## src/rtl/seg7_pkg.sv

```systemverilog
// seg7_pkg: register addresses, blank pattern and hex segment table shared by the seg7_bank files
package seg7_pkg;
  localparam logic [3:0] ADDR_CTRL = 4'd8;
  localparam logic [3:0] ADDR_SCROLL = 4'd9;
  localparam logic [3:0] ADDR_STATUS = 4'd10;
  localparam logic [7:0] SEG_OFF = 8'h00;
  localparam logic [7:0] HEX_SEG [16] = '{
    8'h3F, 8'h06, 8'h5B, 8'h4F, 8'h66, 8'h6D, 8'h7D, 8'h07,
    8'h7F, 8'h6F, 8'h77, 8'h7C, 8'h39, 8'h5E, 8'h79, 8'h71
  };
endpackage

```

## src/rtl/seg7_decode.sv

```systemverilog
// seg7_decode: digit register {mode,value} + lit flag -> 8-bit segment pattern, polarity applied last
module seg7_decode
  import seg7_pkg::*;
#(
  parameter bit ACTIVE_LOW = 1
) (
  input  logic [8:0] digit,
  input  logic       lit,
  output logic [7:0] seg
);
  logic [7:0] pat;
  always_comb begin
    pat = !lit ? SEG_OFF : digit[8] ? digit[7:0] : HEX_SEG[digit[3:0]] | {digit[7], 7'b0};
    seg = ACTIVE_LOW ? ~pat : pat;
  end
endmodule

```

## src/rtl/seg7_bank.sv

```systemverilog
// seg7_bank: Avalon-MM slave (clk, reset, avs_*) driving NUM_DIGITS seven-segment digits on seg_out with blink, blank and scroll
module seg7_bank
  import seg7_pkg::*;
#(
  parameter int NUM_DIGITS = 8,
  parameter bit ACTIVE_LOW = 1,
  parameter int BLINK_DIV = 25_000_000
) (
  input  logic                    clk,
  input  logic                    reset,
  input  logic [3:0]              avs_address,
  input  logic                    avs_write,
  input  logic [31:0]             avs_writedata,
  input  logic                    avs_read,
  output logic [31:0]             avs_readdata,
  output logic [8*NUM_DIGITS-1:0] seg_out
);
  localparam int CW = $clog2(BLINK_DIV);
  localparam logic [CW-1:0] CNT_MAX = CW'(BLINK_DIV - 1);
  localparam logic [7:0] MASK_VALID = 8'((9'd1 << NUM_DIGITS) - 9'd1);
  localparam logic [8*NUM_DIGITS-1:0] SEG_RST = {8*NUM_DIGITS{ACTIVE_LOW}};
  logic [NUM_DIGITS-1:0][8:0] dig, dig_nxt;
  logic [8*NUM_DIGITS-1:0] seg_nxt;
  logic [7:0] mask;
  logic [CW-1:0] cnt;
  logic [31:0] rd;
  logic en, phase;
  for (genvar g = 0; g < NUM_DIGITS; g++) begin : g_dig
    logic [8:0] prev;
    if (g == 0) begin : g_first
      assign prev = avs_writedata[8:0];
    end else begin : g_rest
      assign prev = dig[g-1];
    end
    assign dig_nxt[g] = !avs_write ? dig[g] :
                        avs_address == 4'(g) ? avs_writedata[8:0] :
                        avs_address == ADDR_SCROLL ? prev : dig[g];
    seg7_decode #(.ACTIVE_LOW(ACTIVE_LOW)) u_dec (
      .digit(dig[g]),
      .lit  (en & ~(mask[g] & phase)),
      .seg  (seg_nxt[8*g +: 8])
    );
  end
  always_comb begin
    rd = '0;
    for (int i = 0; i < NUM_DIGITS; i++) if (avs_address == 4'(i)) rd = {23'b0, dig[i]};
    if (avs_address == ADDR_CTRL) rd = {en, 23'b0, mask};
    if (avs_address == ADDR_STATUS) rd = {31'b0, phase};
  end
  always_ff @(posedge clk or posedge reset) begin
    if (reset) begin
      dig <= '0;
      en <= 1'b0;
      mask <= '0;
      cnt <= '0;
      phase <= 1'b0;
      avs_readdata <= '0;
      seg_out <= SEG_RST;
    end else begin
      dig <= dig_nxt;
      if (avs_write && avs_address == ADDR_CTRL) begin
        en <= avs_writedata[31];
        mask <= avs_writedata[7:0] & MASK_VALID;
      end
      cnt <= cnt == CNT_MAX ? '0 : cnt + 1'b1;
      if (cnt == CNT_MAX) phase <= ~phase;
      if (avs_read) avs_readdata <= rd;
      seg_out <= seg_nxt;
    end
  end
endmodule

```

## config.mk

```make
export PLATFORM = sky130hd
export DESIGN_NAME = seg7_bank
export DESIGN_NICKNAME = d
export VERILOG_FILES = /design/src/rtl/seg7_pkg.sv /design/src/rtl/seg7_decode.sv /design/src/rtl/seg7_bank.sv
export SDC_FILE = /design/constraint.sdc
export NUM_CORES = 1
export LEC_CHECK = 0
export BUFFER_PORTS_ARGS = -buffer_cell sky130_fd_sc_hd__buf_2
export CAP_MARGIN = 20
export CORE_MARGIN = 2
export CORE_UTILIZATION = 35
export DETAILED_ROUTE_END_ITERATION = 8
export GPL_TIMING_DRIVEN = 0
export PLACE_DENSITY_LB_ADDON = 0.12
export SLEW_MARGIN = 25
export SYNTH_ARGS = -nofsm -noshare
export SYNTH_HDL_FRONTEND = slang
export SYNTH_SLANG_ARGS = --single-unit
```

## constraint.sdc

```tcl
create_clock -name clk -period 5.5 [get_ports clk]
set_input_delay 1.1 -clock clk [delete_from_list [all_inputs] [get_ports clk]]
set_output_delay 1.1 -clock clk [all_outputs]
set_load 0.005 [all_outputs]
```

==> flow_summary.html <==
<table>
<tr><th>Metric</th><th>Value</th></tr>
<tr><th colspan="2">Placement</th></tr>
<tr><td>Number of port buffers</td><td>79</td></tr>
<tr><td>Detailed placer's ending HPWL</td><td>21600 um</td></tr>
<tr><td>Total placed instance area</td><td>11700 sq um</td></tr>
<tr><td>Final GP Congestion</td><td>0.890</td></tr>
<tr><th colspan="2">Clocking</th></tr>
<tr><td>Clock tree sinks</td><td>181</td></tr>
<tr><td>Clock root buffer master</td><td>clkbuf_16</td></tr>
<tr><td>Post-cts hold buffer count</td><td>0</td></tr>
<tr><td>Buffer depth of the longest clock path</td><td>2</td></tr>
<tr><td>Clock network latency to the later pin of the worst-skew pair</td><td>0.45 ns</td></tr>
<tr><td>Resized cells post-CTS</td><td>0</td></tr>
<tr><td>TritonCTS clock tree</td><td>done</td></tr>
<tr><td>Clock-pin transition on the worst setup and hold timing paths</td><td>0.07 ns</td></tr>
<tr><td>Number of buffers created by CTS</td><td>17</td></tr>
<tr><td>Post-CTS setup buffer count</td><td>0</td></tr>
<tr><td>Number of H-tree branching levels</td><td>4</td></tr>
<tr><th colspan="2">Cells and area</th></tr>
<tr><td>Final instance area</td><td>12300 sq um</td></tr>
<tr><td>Total of fill cells in the finished design</td><td>3013</td></tr>
<tr><td>Signed area change from the synthesized netlist to the final layout</td><td>16.4%</td></tr>
<tr><td>Register cell area after layout</td><td>4610 sq um</td></tr>
<tr><td>Multi-input gate area</td><td>5410 sq um</td></tr>
<tr><td>Most frequent cells in the layout</td><td>nand2_1 (126), dfrtp_1 (117), nor2_1 (105)</td></tr>
<tr><td>Number of nets in the finished design</td><td>1312</td></tr>
<tr><td>Leading cell type in the layout, fill and taps excluded</td><td>nand2_1</td></tr>
<tr><td>Ratio of cells with drive above 1 in the final layout</td><td>21.5%</td></tr>
<tr><td>Number of inserted diodes</td><td>0</td></tr>
<tr><th colspan="2">Synthesis</th></tr>
<tr><td>Top cell type by total area after synthesis</td><td>dfrtp_1</td></tr>
<tr><td>Fraction of synthesis flops using an asynchronous set or reset pin</td><td>100%</td></tr>
<tr><td>Mapped Cells</td><td>1105</td></tr>
<tr><td>Synth top area share</td><td>27.7%</td></tr>
<tr><td>Share of the yosys chip area belonging to registers</td><td>43.6%</td></tr>
<tr><td>Synthesized area divided by synthesized cell count</td><td>9.56 sq um</td></tr>
<tr><td>Count of flip-flops with a built-in enable after synthesis</td><td>0</td></tr>
<tr><td>Yosys warns</td><td>0</td></tr>
<tr><td>Synth area leaders</td><td>dfrtp_1 (28%), dfstp_2 (16%), mux2i_1 (7.7%)</td></tr>
<tr><td>Leading register cell type out of synthesis</td><td>dfrtp_1</td></tr>
<tr><td>Cell area after synthesis</td><td>10600 sq um</td></tr>
<tr><td>Number of register bits inferred by synthesis</td><td>181</td></tr>
<tr><td>Number of library cell types mapped by synthesis</td><td>71</td></tr>
<tr><th colspan="2">Worst setup path</th></tr>
<tr><td>Required time at the worst-slack endpoint</td><td>5.83 ns</td></tr>
<tr><td>R2R Path Start</td><td>g_dig[3].prev[3]$_DFFE_PP0P_</td></tr>
<tr><td>CP max stage delay</td><td>0.43 ns</td></tr>
<tr><td>Capturing element type of the critical path</td><td>flip-flop</td></tr>
<tr><td>R2R setup slack</td><td>3.64 ns</td></tr>
<tr><td>Count of buffering cells on the critical path with inverters included</td><td>2</td></tr>
<tr><td>Worst setup SP type</td><td>input port</td></tr>
<tr><td>Capturing point of the worst reg2reg path</td><td>avs_readdata[3]$_DFFE_PP0P_</td></tr>
<tr><td>Type of the worst setup path</td><td>in2reg</td></tr>
<tr><td>Critical Path AT</td><td>2.71 ns</td></tr>
<tr><td>Kind of cell adding the most delay to the critical path</td><td>simple AND/OR/NAND/NOR gates</td></tr>
<tr><td>Max stage delay cell, worst path</td><td>mux2_1</td></tr>
<tr><td>Number of cells on the worst reg-to-reg path</td><td>5</td></tr>
<tr><td>Critical-path maximum fanout</td><td>10</td></tr>
<tr><td>Cells along the critical path</td><td>buf_2 -&gt; buf_4 -&gt; nand2b_1 -&gt; nor3_2 -&gt; nand2_1 -&gt; mux2_1</td></tr>
<tr><th colspan="2">Routing</th></tr>
<tr><td>Average wire length per cell after detail routing</td><td>18.2 um</td></tr>
<tr><td>Top Layer Used</td><td>met4</td></tr>
<tr><td>Met2 wirelength from detailed routing</td><td>14400 um</td></tr>
<tr><td>First DRT Iteration DRCs</td><td>616</td></tr>
<tr><td>Met1 wire length</td><td>13800 um</td></tr>
<tr><td>Total Wirelength</td><td>29700 um</td></tr>
<tr><td>Routed vias</td><td>8336</td></tr>
<tr><td>Post-route ant nets</td><td>0</td></tr>
<tr><td>Pre-Repair DR Iteration Count</td><td>5</td></tr>
<tr><td>Routed wire length on met3</td><td>776 um</td></tr>
<tr><td># DRC</td><td>0</td></tr>
<tr><td>Vias per std cell</td><td>5.10</td></tr>
<tr><th colspan="2">Die</th></tr>
<tr><td>Horizontal extent of the die</td><td>178 um</td></tr>
<tr><td>Die outline area</td><td>31600 sq um</td></tr>
<tr><td>Initial standard-cell utilization of the core</td><td>35.6%</td></tr>
<tr><td>Die Y</td><td>178 um</td></tr>
<tr><td>Core Rows</td><td>63</td></tr>
<tr><td>Io pins</td><td>136</td></tr>
<tr><td>Core area</td><td>29600 sq um</td></tr>
<tr><th colspan="2">STA</th></tr>
<tr><td>Maximum operating frequency</td><td>0.420 GHz</td></tr>
<tr><td>Max Slew Vio Count</td><td>0</td></tr>
<tr><td>Number of endpoints with negative hold slack in the final report</td><td>0</td></tr>
<tr><td>RSZ-0062 raised after global routing</td><td>false</td></tr>
<tr><td>Final total negative setup slack</td><td>0 ns</td></tr>
<tr><td>Pin slew with the least headroom to its limit</td><td>0.945 ns</td></tr>
<tr><td>Setup Viol. Count Final</td><td>0</td></tr>
<tr><td>Minimum clock period after layout</td><td>2.38 ns</td></tr>
<tr><td>Fraction of the cycle the final worst path needs</td><td>43.3%</td></tr>
<tr><td>Post-route clock skew</td><td>0.0143 ns</td></tr>
<tr><td>Worst max-slew margin expressed relative to the limit</td><td>36.8%</td></tr>
<tr><th colspan="2">Min path</th></tr>
<tr><td>Hold Crit Class</td><td>reg2reg</td></tr>
<tr><td>Hold path endpoint</td><td>seg_out[63]$_DFF_PP1_</td></tr>
<tr><td>Hold path startpoint</td><td>dig[70]$_DFFE_PP0P_</td></tr>
<tr><td>Worst hold path depth</td><td>1</td></tr>
<tr><th colspan="2">Global route</th></tr>
<tr><td>Largest net degree at the start of global routing</td><td>31</td></tr>
<tr><td>Total routing resource utilization after global routing</td><td>19.5%</td></tr>
<tr><td>Via count of the first global-routing pass</td><td>8311</td></tr>
<tr><td>Number of antenna violations at the first check in global routing</td><td>0</td></tr>
<tr><td>GR Overflow Total</td><td>0</td></tr>
<tr><td>Wire length of the first global-routing pass</td><td>47400 um</td></tr>
<tr><th colspan="2">Pwr</th></tr>
<tr><td>Worst voltage drop across the vdd grid</td><td>0.000157 V</td></tr>
<tr><td>Pwr dens</td><td>421 nW/um^2</td></tr>
<tr><td>P_leak</td><td>5.19 nW</td></tr>
<tr><th colspan="2">Outcome</th></tr>
<tr><td>Result of the run</td><td>complete, no violations</td></tr>
<tr><th colspan="2">Run</th></tr>
<tr><td>Number of max-cap violations</td><td>0</td></tr>
</table>
==> state kept, by name (all words and copies together), names as in the netlist <==
name / count
dig: 9
seg_out: 64
g_dig.prev: 63
phase: 1
mask: 8
avs_readdata: 10
en: 1
cnt: 25
==> logic make-up (layout without fill, tap and decap cells) <==
logic type / after synthesis / count (layout) / share of synthesized area [%]
AND/OR/NAND/NOR: 346 / 346 / 15.5
adder cells (fa/ha/maj): 41 / 41 / 4.86
buffers and inverters: 126 / 244 / 5.85
multiplexers: 117 / 117 / 12.7
AO/OA/AOI/OAI: 269 / 269 / 15.5
XOR/XNOR: 24 / 24 / 1.99
other: 1 / 22 / 0.0355
flip-flops: 181 / 181 / 43.6
==> synthesized netlist by cell type, drive strengths merged, types with 26 or more instances <==
cell / number
a21oi: 93
buf: 50
clkbuf: 46
dfrtp: 117
dfstp: 64
ha: 41
inv: 30
mux2i: 81
nand2: 126
nand3: 26
nor2: 112
o21ai: 86
==> per-stage QoR <==
step | total power [W] | util, % | instances | hold WS, ns | worst slack [ns]
after floorplan | 0.00327 | - | 1126 | 0.394 | 2.13
after global placement | 0.00391 | 38.9 | 1595 | 0.480 | 0.835
after detailed placement | 0.00393 | 39.4 | 1602 | 0.484 | 2.64
after CTS | 0.00522 | 41.5 | 1634 | 0.494 | 3.12
after global routing | 0.00557 | 41.5 | 1634 | 0.526 | 3.01
final | 0.00517 | 41.5 | 1634 | 0.489 | 3.12
==> worst max-delay path by stage <==
stage | endpoint | slack (ns) | from | cells past startpoint
global placement | g_dig[2].prev[2]$_DFFE_PP0P_ | 0.83 | reset | 2
detailed placement | mask[4]$_DFFE_PP0P_ | 2.64 | avs_address[3] | 6
global route | mask[3]$_DFFE_PP0P_ | 3.01 | avs_address[3] | 6
finish | mask[4]$_DFFE_PP0P_ | 3.12 | avs_address[3] | 6
floorplan | avs_readdata[0]$_DFFE_PP0P_ | 2.13 | reset | 1
CTS | mask[3]$_DFFE_PP0P_ | 3.12 | avs_address[3] | 6
==> routing by layer <==
metal  global-route usage, %  up-vias
met1                    26.1     4088
li1                        -     4074
met5                       0        -
met3                    2.78       39
met4                    6.69        0
met2                    32.2      135
==> final cells by class <==
cell class | count | area share, %
clock buffer | 19 | 3.68
timing repair buffer | 86 | 4.48
multi-input combinational | 819 | 44.0
tap | 390 | 3.97
sequential | 181 | 37.5
clock inverter | 13 | 1.30
buffer | 96 | 4.11
inverter | 30 | 0.946
==> where the power goes <==
part | total [W] | switching [W] | internal [W]
Combinational | 0.00177 | 0.00101 | 0.000759
Clock | 0.00127 | 0.000592 | 0.000673
Sequential | 0.00213 | 0.000359 | 0.00178
(Power assumes the default switching activity.)
